File: src/rtl/pc_sequencer_if.sv
// Decoder-side bundle for the PC sequencer.
// The master modport is the decoder/comparator side: it drives the decode and
// exception inputs and reads the fetch address outputs. The slave modport is
// the sequencer itself.
//   stall          hold all sequencer state this cycle
//   is_branch      current instruction is a conditional branch
//   br_taken       branch condition true (qualified by is_branch)
//   is_j / is_jr   j/jal and jr/jalr decoded
//   imm16          branch word offset, instr[15:0]
//   instr_index    jump field, instr[25:0]
//   rs_value       register rs value for jr/jalr
//   exc_req        exception request
//   eret / epc     return from exception and its return address
//   pc             address of instruction currently fetched/executed
//   pc_plus4       pc + 4
//   link_addr      pc + 8
//   in_delay_slot  current instruction sits in a delay slot
//   slot_violation one-cycle pulse: transfer decoded inside a delay slot
interface pc_sequencer_if;
  logic        stall;
  logic        is_branch;
  logic        br_taken;
  logic        is_j;
  logic        is_jr;
  logic [15:0] imm16;
  logic [25:0] instr_index;
  logic [31:0] rs_value;
  logic        exc_req;
  logic        eret;
  logic [31:0] epc;
  logic [31:0] pc;
  logic [31:0] pc_plus4;
  logic [31:0] link_addr;
  logic        in_delay_slot;
  logic        slot_violation;

  modport master (
    output stall, is_branch, br_taken, is_j, is_jr, imm16, instr_index,
           rs_value, exc_req, eret, epc,
    input  pc, pc_plus4, link_addr, in_delay_slot, slot_violation
  );

  modport slave (
    input  stall, is_branch, br_taken, is_j, is_jr, imm16, instr_index,
           rs_value, exc_req, eret, epc,
    output pc, pc_plus4, link_addr, in_delay_slot, slot_violation
  );
endinterface

File: src/rtl/pc_sequencer.sv
// Program counter sequencer for the single-issue MIPS core.
// Owns the PC and sequences sequential fetch, conditional branches, j/jal,
// jr/jalr, exception entry and eret, including the one-instruction branch
// delay slot.
//   clk  core clock, rising edge
//   rst  synchronous active-high reset
//   bus  decoder-side bundle (slave modport), see pc_sequencer_if
module pc_sequencer #(
  parameter logic [31:0] RESET_PC   = 32'h0040_0000,
  parameter logic [31:0] EXC_VECTOR = 32'h0040_0004
) (
  input  logic           clk,
  input  logic           rst,
  pc_sequencer_if.slave  bus
);

  localparam logic [0:0] S_SEQ  = 1'b0;
  localparam logic [0:0] S_SLOT = 1'b1;

  logic [31:0] pc_q, pc_d;
  logic [31:0] target_q, target_d;
  logic [0:0]  state_q, state_d;
  logic        slot_violation_q, slot_violation_d;

  logic [31:0] pc_plus4;
  logic [31:0] br_target;
  logic [31:0] j_target;
  logic [31:0] sel_target;
  logic        xfer;

  assign pc_plus4  = pc_q + 32'd4;
  assign br_target = pc_plus4 + {{14{bus.imm16[15]}}, bus.imm16, 2'b00};
  assign j_target  = {pc_plus4[31:28], bus.instr_index, 2'b00};
  assign xfer      = bus.is_jr | bus.is_j | (bus.is_branch & bus.br_taken);

  // jr > j > branch when several transfer kinds are flagged together
  always_comb begin
    if (bus.is_jr)     sel_target = bus.rs_value;
    else if (bus.is_j) sel_target = j_target;
    else               sel_target = br_target;
  end

  always_comb begin
    pc_d             = pc_q;
    target_d         = target_q;
    state_d          = state_q;
    slot_violation_d = 1'b0;
    if (bus.exc_req) begin
      // exception entry overrides stall and drops any pending target
      pc_d     = EXC_VECTOR;
      target_d = '0;
      state_d  = S_SEQ;
    end else if (bus.stall) begin
      // hold everything; violation pulse still clears
    end else if (bus.eret) begin
      pc_d     = bus.epc;
      target_d = '0;
      state_d  = S_SEQ;
    end else if (state_q == S_SEQ) begin
      pc_d = pc_plus4;
      if (xfer) begin
        target_d = sel_target;
        state_d  = S_SLOT;
      end
    end else begin
      // delay slot retires: take the saved target, flag any nested transfer
      pc_d             = target_q;
      state_d          = S_SEQ;
      slot_violation_d = xfer;
    end
  end

  always_ff @(posedge clk) begin
    if (rst) begin
      pc_q             <= RESET_PC;
      target_q         <= '0;
      state_q          <= S_SEQ;
      slot_violation_q <= 1'b0;
    end else begin
      pc_q             <= pc_d;
      target_q         <= target_d;
      state_q          <= state_d;
      slot_violation_q <= slot_violation_d;
    end
  end

  assign bus.pc             = pc_q;
  assign bus.pc_plus4       = pc_plus4;
  assign bus.link_addr      = pc_q + 32'd8;
  assign bus.in_delay_slot  = (state_q == S_SLOT);
  assign bus.slot_violation = slot_violation_q;

endmodule

File: src/flat_wrapper.sv
// flat-port wrapper written by rule: the top's interface ports become plain ports
module pc_sequencer_flat 
#(
  parameter logic [31:0] RESET_PC   = 32'h0040_0000,
  parameter logic [31:0] EXC_VECTOR = 32'h0040_0004
)
  (clk, rst, bus_stall, bus_is_branch, bus_br_taken, bus_is_j, bus_is_jr, bus_imm16, bus_instr_index, bus_rs_value, bus_exc_req, bus_eret, bus_epc, bus_pc, bus_pc_plus4, bus_link_addr, bus_in_delay_slot, bus_slot_violation);
  pc_sequencer_if bus_i ();
  input  logic clk;
  input  logic rst;
  input wire logic [$bits(bus_i.stall)-1:0] bus_stall;
  input wire logic [$bits(bus_i.is_branch)-1:0] bus_is_branch;
  input wire logic [$bits(bus_i.br_taken)-1:0] bus_br_taken;
  input wire logic [$bits(bus_i.is_j)-1:0] bus_is_j;
  input wire logic [$bits(bus_i.is_jr)-1:0] bus_is_jr;
  input wire logic [$bits(bus_i.imm16)-1:0] bus_imm16;
  input wire logic [$bits(bus_i.instr_index)-1:0] bus_instr_index;
  input wire logic [$bits(bus_i.rs_value)-1:0] bus_rs_value;
  input wire logic [$bits(bus_i.exc_req)-1:0] bus_exc_req;
  input wire logic [$bits(bus_i.eret)-1:0] bus_eret;
  input wire logic [$bits(bus_i.epc)-1:0] bus_epc;
  output wire logic [$bits(bus_i.pc)-1:0] bus_pc;
  output wire logic [$bits(bus_i.pc_plus4)-1:0] bus_pc_plus4;
  output wire logic [$bits(bus_i.link_addr)-1:0] bus_link_addr;
  output wire logic [$bits(bus_i.in_delay_slot)-1:0] bus_in_delay_slot;
  output wire logic [$bits(bus_i.slot_violation)-1:0] bus_slot_violation;
  assign bus_i.stall = bus_stall;
  assign bus_i.is_branch = bus_is_branch;
  assign bus_i.br_taken = bus_br_taken;
  assign bus_i.is_j = bus_is_j;
  assign bus_i.is_jr = bus_is_jr;
  assign bus_i.imm16 = bus_imm16;
  assign bus_i.instr_index = bus_instr_index;
  assign bus_i.rs_value = bus_rs_value;
  assign bus_i.exc_req = bus_exc_req;
  assign bus_i.eret = bus_eret;
  assign bus_i.epc = bus_epc;
  assign bus_pc = bus_i.pc;
  assign bus_pc_plus4 = bus_i.pc_plus4;
  assign bus_link_addr = bus_i.link_addr;
  assign bus_in_delay_slot = bus_i.in_delay_slot;
  assign bus_slot_violation = bus_i.slot_violation;
  pc_sequencer #(.RESET_PC(RESET_PC), .EXC_VECTOR(EXC_VECTOR)) u_core (.clk(clk), .rst(rst), .bus(bus_i));
endmodule
File: config.mk
export PLATFORM = sky130hd
export DESIGN_NAME = pc_sequencer_flat
export DESIGN_NICKNAME = d
export VERILOG_FILES = /design/src/rtl/pc_sequencer_if.sv /design/src/rtl/pc_sequencer.sv /design/src/flat_wrapper.sv
export SDC_FILE = /design/constraint.sdc
export NUM_CORES = 1
export LEC_CHECK = 0
export ABC_AREA = 1
export CAP_MARGIN = 25
export CORE_ASPECT_RATIO = 0.8
export CORE_MARGIN = 3
export CORE_UTILIZATION = 45
export CTS_CLUSTER_DIAMETER = 120
export CTS_CLUSTER_SIZE = 24
export DETAILED_ROUTE_END_ITERATION = 16
export PLACE_DENSITY = 0.78
export SLEW_MARGIN = 40
export SYNTH_ARGS = -nofsm -noshare
export SYNTH_HDL_FRONTEND = slang
export SYNTH_SLANG_ARGS = --single-unit
File: constraint.sdc
create_clock -name clk -period 8 [get_ports clk]
set_clock_uncertainty 0.1 [all_clocks]
set_input_delay 2.4 -clock clk [delete_from_list [all_inputs] [get_ports clk]]
set_output_delay 2.4 -clock clk [all_outputs]
set_load 0.01 [all_outputs]
# Word-level counts from Yosys, hierarchy flattened

Cells that the tools add are included.

Multiplexer cells: 12
Reduce and logical (&&, ||, !) cells: 4
Equality and inequality tests: 2
Bitwise operators: 5
Add/subtract/negate cells: 3

Operators by type and width:

| operator                                               | number |
|---|---|
| two-way mux 32 bit                                     | 7 |
| adder 32 x 3 -> 32 bit (second input constant)         | 1 |
| adder 32 bit                                           | 1 |
| adder 32 x 4 -> 32 bit (second input constant)         | 1 |
| two-way mux 3 bit                                      | 2 |
| OR reduction 5 bit                                     | 1 |
| two-way mux 1 bit                                      | 3 |
| AND reduction 3 bit                                    | 1 |
| inequality test 2 x 1 -> 1 bit (second input constant) | 1 |
| inequality test 2 bit (second input constant)          | 1 |
| inverter 1 bit                                         | 2 |
| bitwise OR 1 bit                                       | 2 |
| nonzero test 2 bit                                     | 1 |
| OR reduction 2 bit                                     | 1 |
| AND 1 bit                                              | 1 |

Word-level logic and storage cells: 31
Flip-flop bits (word level): 66
Input bits: 115
Output and inout bits: 98

# Logic depth before layout (Yosys ltp)

Word-level depth: 7
Depth in mapped cells: 24
Mapped depth without buffers: 24

# Least setup slack after synthesis

OpenSTA, ideal clock, no wires.

Path kind: flip-flop to output port
Start: reg u_core.pc_q[4] (netlist: u_core.bus.pc[4])
End: out bus_link_addr[31]
Stages on the path, launching flop included: 9
Buffers on the path: 0
Arrival time: 1.729 ns
Setup slack: 3.771 ns
Required time: 5.500 ns
Path through: dfxtp_1 > ha_1 > inv_1 > nor2_8 > nand2_4 > nor2_1 > nand4_1 > nor3_1 > xor2_1

Longest elaborated chain between the ends: 1

RTL lines:

| what                   | line               | RTL |
|---|---|---|
| start, declared        | pc_sequencer.sv:20 | `logic [31:0] pc_q, pc_d;` |
| start signal, assigned | pc_sequencer.sv:80 | `pc_q <= pc_d;` |
| adder 32 x 4 -> 32 bit | pc_sequencer.sv:89 | `assign bus.link_addr = pc_q + 32'd8;` |
| end, declared          | flat_wrapper.sv:24 | `output wire logic [$bits(bus_i.link_addr)-1:0] bus_link_addr;` |

Every way passes these cells.

# Worst setup path in the final report

Start: reg u_core.pc_q[2] (netlist: u_core.bus.pc[2])
End: out bus_pc_plus4[24]

Longest elaborated chain between the ends: 1

RTL lines:

| what                   | line               | RTL |
|---|---|---|
| adder 32 x 3 -> 32 bit | pc_sequencer.sv:31 | `assign pc_plus4 = pc_q + 32'd4;` |
| end, declared          | flat_wrapper.sv:23 | `output wire logic [$bits(bus_i.pc_plus4)-1:0] bus_pc_plus4;` |

Every way passes these cells.

==> impl_metrics.env <==
export IMPL_grt_max_degree=54
export IMPL_synth_fp_nets=1276
export IMPL_final_area_um2=9280
export IMPL_fin_setup_tns_ns=0
export IMPL_chipHeight_um=116
export IMPL_crit_chain="ha_1 > nand3_2 > nor2_1 > inv_2 > nor2_2 > nand2_1 > xor2_1 > clkdlybuf4s50_1"
export IMPL_hold_start="u_core.target_q[4]"
export IMPL_worst_slack_ns=2.36
export IMPL_cpPeakStageDelay_ns=0.65
export IMPL_r2r_end="u_core.target_q[24]"
export IMPL_cp_max_fo=9
export IMPL_cts_tree="yes"
export IMPL_status="finished, final reports clean"
export IMPL_clkLatencyLatePin_ns=0.33
export IMPL_irDropWorstVdd_uv=98.1
export IMPL_min_period_ns=5.64
export IMPL_core_um2=14500
export IMPL_start_kind="flop"
export IMPL_cp_slowest_cell="dfxtp_1"
export IMPL_r2r_slack_ns=3.95
export IMPL_ioPinCount=213
export IMPL_clockRootBuffer="clkbuf_16"
export IMPL_antenna_cells=0
export IMPL_hold_path_end="u_core.target_q[4]"
export IMPL_first_pass_iters=7
export IMPL_path_class="flop to output pin"
export IMPL_vias_per_cell=5.52
export IMPL_rsz0062_at_grt="false"
export IMPL_detail_route_antenna_nets=0
export IMPL_grt_pass1_vias=7695
export IMPL_cts_buffer_depth=2
export IMPL_grt_util_all_layers=0.319
export IMPL_arrival_ns=3.14
export IMPL_antenna_found_initial=0
export IMPL_layout_common_cells="nand2_1 (347), clkdlybuf4s50_1 (211), inv_1 (127), nor2_1 (117), a21oi_1 (91)"
export IMPL_finalHoldViolations=0
export IMPL_post_cts_buffers=0
export IMPL_tightest_slew_ns=0.792
export IMPL_yosys_area_top_type_share=0.196
export IMPL_min_path_type="flop to flop"
export IMPL_postPlaceCellArea_um2=8970
export IMPL_cts_htree_levels=3
export IMPL_cts_made_buffers=9
export IMPL_final_nets=1463
export IMPL_power_density_nw_per_um2=120
export IMPL_finalSetupViolCount=0
export IMPL_grt_pass1_wl_mm=41.3
export IMPL_ys_top_cells_by_area="dfxtp_1 (20%), nand2_1 (19%), inv_1 (7.2%), a21oi_1 (6.7%), nor2_1 (6.6%)"
export IMPL_p_leak_nw=4.11
export IMPL_gp_congestion=0.929
export IMPL_final_common_cell="nand2_1"
export IMPL_period_share=0.705
export IMPL_portBuffers=212
export IMPL_synth_top_area_cell="dfxtp_1"
export IMPL_whs_path_depth=2
export IMPL_post_drt_wl_per_cell_um=17.9
export IMPL_slew_headroom=0.469
export IMPL_fmax_mhz=177
export IMPL_die_w_um=143
export IMPL_seq_area_frac_synth=0.196
export IMPL_drt_iter0_markers=667
export IMPL_rr_startpoint="u_core.bus.pc[2]"
export IMPL_fillers=1421
export IMPL_drc=0
export IMPL_worstRegToRegCells=19
export IMPL_cts_reportedPaths_clkPinSlew_ns=0.06
export IMPL_start_util=0.466
export IMPL_ys_warn_count=0
export IMPL_rows=39
export IMPL_cts_hold_buffers=0
export IMPL_syn_area_um2=6750
export IMPL_required_ns=5.50
export IMPL_die_area_um2=16500
export IMPL_ys_ff_latch=66
export IMPL_dp_slack_ns=2.60
export IMPL_final_max_slew_viol_count=0
export IMPL_cp_end_kind="output pin"
export IMPL_num_vias=8283
export IMPL_overflow=0
export IMPL_post_dp_hpwl_mm=21.7
export IMPL_synth_cells=1125
export IMPL_ctsResizeCount=0
export IMPL_synth_distinct_cells=43
export IMPL_drv_cap=0
export IMPL_wl_mm=26.9
export IMPL_area_delta_synth_final_pct=37.5
export IMPL_cts_sinks=66
export IMPL_avgSynthCellArea_um2=6.00
export IMPL_layout_drive_gt1_share=0.0562
-- routing by layer --
layer | share of wire | wire (µm) | track usage | vias to the layer above
li1 | - | - | - | 4028
met1 | 0.45 | 12000 | 0.455 | 3749
met2 | 0.42 | 11300 | 0.490 | 457
met3 | 0.10 | 2750 | 0.0631 | 49
met4 | 0.032 | 874 | 0.0956 | 0
met5 | 0 | 0 | 0 | -
-- power breakdown --
part	total [W]	switching, W	internal, W
Combinational	0.000353	0.000194	0.000158
Clock	0.000407	0.000143	0.000265
Sequential	0.000355	0.0000152	0.000339
-- flip-flops by register name, indices dropped and copies added, names as in the netlist, named ones only --
name / cells
u_core.bus.in_delay_slot: 1
u_core.target_q: 32
u_core.bus.slot_violation: 1
u_core.bus.pc: 30
-- cells in the mapped netlist (all sizes together) --
| master | number |
|---|---|
| nor4 | 1 |
| nand2 | 353 |
| xnor2 | 14 |
| inv | 144 |
| and2 | 2 |
| nor2 | 131 |
| o211ai | 13 |
| clkinv | 1 |
| nand3b | 6 |
| buf | 11 |
| mux2i | 1 |
| nand4 | 11 |
| nor3 | 12 |
| or2 | 1 |
| a21o | 3 |
| clkbuf | 33 |
| nand3 | 50 |
| dfxtp | 66 |
| o21bai | 5 |
| fa | 1 |
| xor2 | 47 |
| a31oi | 5 |
| a211oi | 2 |
| o21ai | 44 |
| ha | 35 |
| a21oi | 92 |
| a221oi | 41 |
-- worst max path at each step --
stage / start / to / cells after the start / slack, ns
floorplan: u_core.bus.pc[4] / bus_link_addr[31] / 8 / 3.77
global placement: bus_eret / u_core.target_q[15] / 10 / 2.68
detailed placement: bus_eret / u_core.target_q[16] / 10 / 2.60
CTS: u_core.bus.pc[2] / bus_pc_plus4[24] / 8 / 2.41
global route: u_core.bus.pc[2] / bus_pc_plus4[24] / 8 / 2.26
finish: u_core.bus.pc[2] / bus_pc_plus4[24] / 8 / 2.36
-- per-stage QoR --
step / power [W] / util / cells / hold slack, ns
after floorplan: 0.000544 / - / 1125 / 0.341
after global placement: 0.000705 / 0.618 / 1484 / 0.357
after detailed placement: 0.000707 / 0.619 / 1485 / 0.353
after CTS: 0.00111 / 0.640 / 1500 / 0.366
after global routing: 0.00116 / 0.640 / 1500 / 0.391
final: 0.00111 / 0.640 / 1500 / 0.365
-- critical path, delay by kind of cell (launching register included) --
kind,cells,cell delay [ns]
buffers and inverters,2,0.68
xor gates and xnor gates,1,0.37
and+or+nand+nor,4,0.80
adders and majority gates,1,0.31
DFF,1,0.65
-- kinds of logic (layout without fill, tap and decap cells) --
| logic type | count (synthesis) | in the layout | share of synthesized area |
|---|---|---|---|
| buffers and inverters | 189 | 380 | 0.108 |
| multiplexers | 1 | 1 | 0.00148 |
| AO/OA/AOI/OAI | 205 | 205 | 0.190 |
| XOR/XNOR | 61 | 61 | 0.0814 |
| adder cells (fa/ha/maj) | 36 | 36 | 0.0679 |
| flip-flops | 66 | 66 | 0.196 |
| AND/OR/NAND/NOR | 567 | 567 | 0.355 |
-- final cells by class --
cell class | count | area [µm²] | area share
clock inverters | 2 | 35.0 | 0.00378
flip-flops and latches | 66 | 1320 | 0.142
inverters | 145 | 547 | 0.0589
clock buffers | 13 | 270 | 0.0291
repair buffers | 220 | 2180 | 0.235
well taps | 184 | 230 | 0.0248
multi-input cells | 870 | 4700 | 0.506
(Power assumes the default switching activity.)
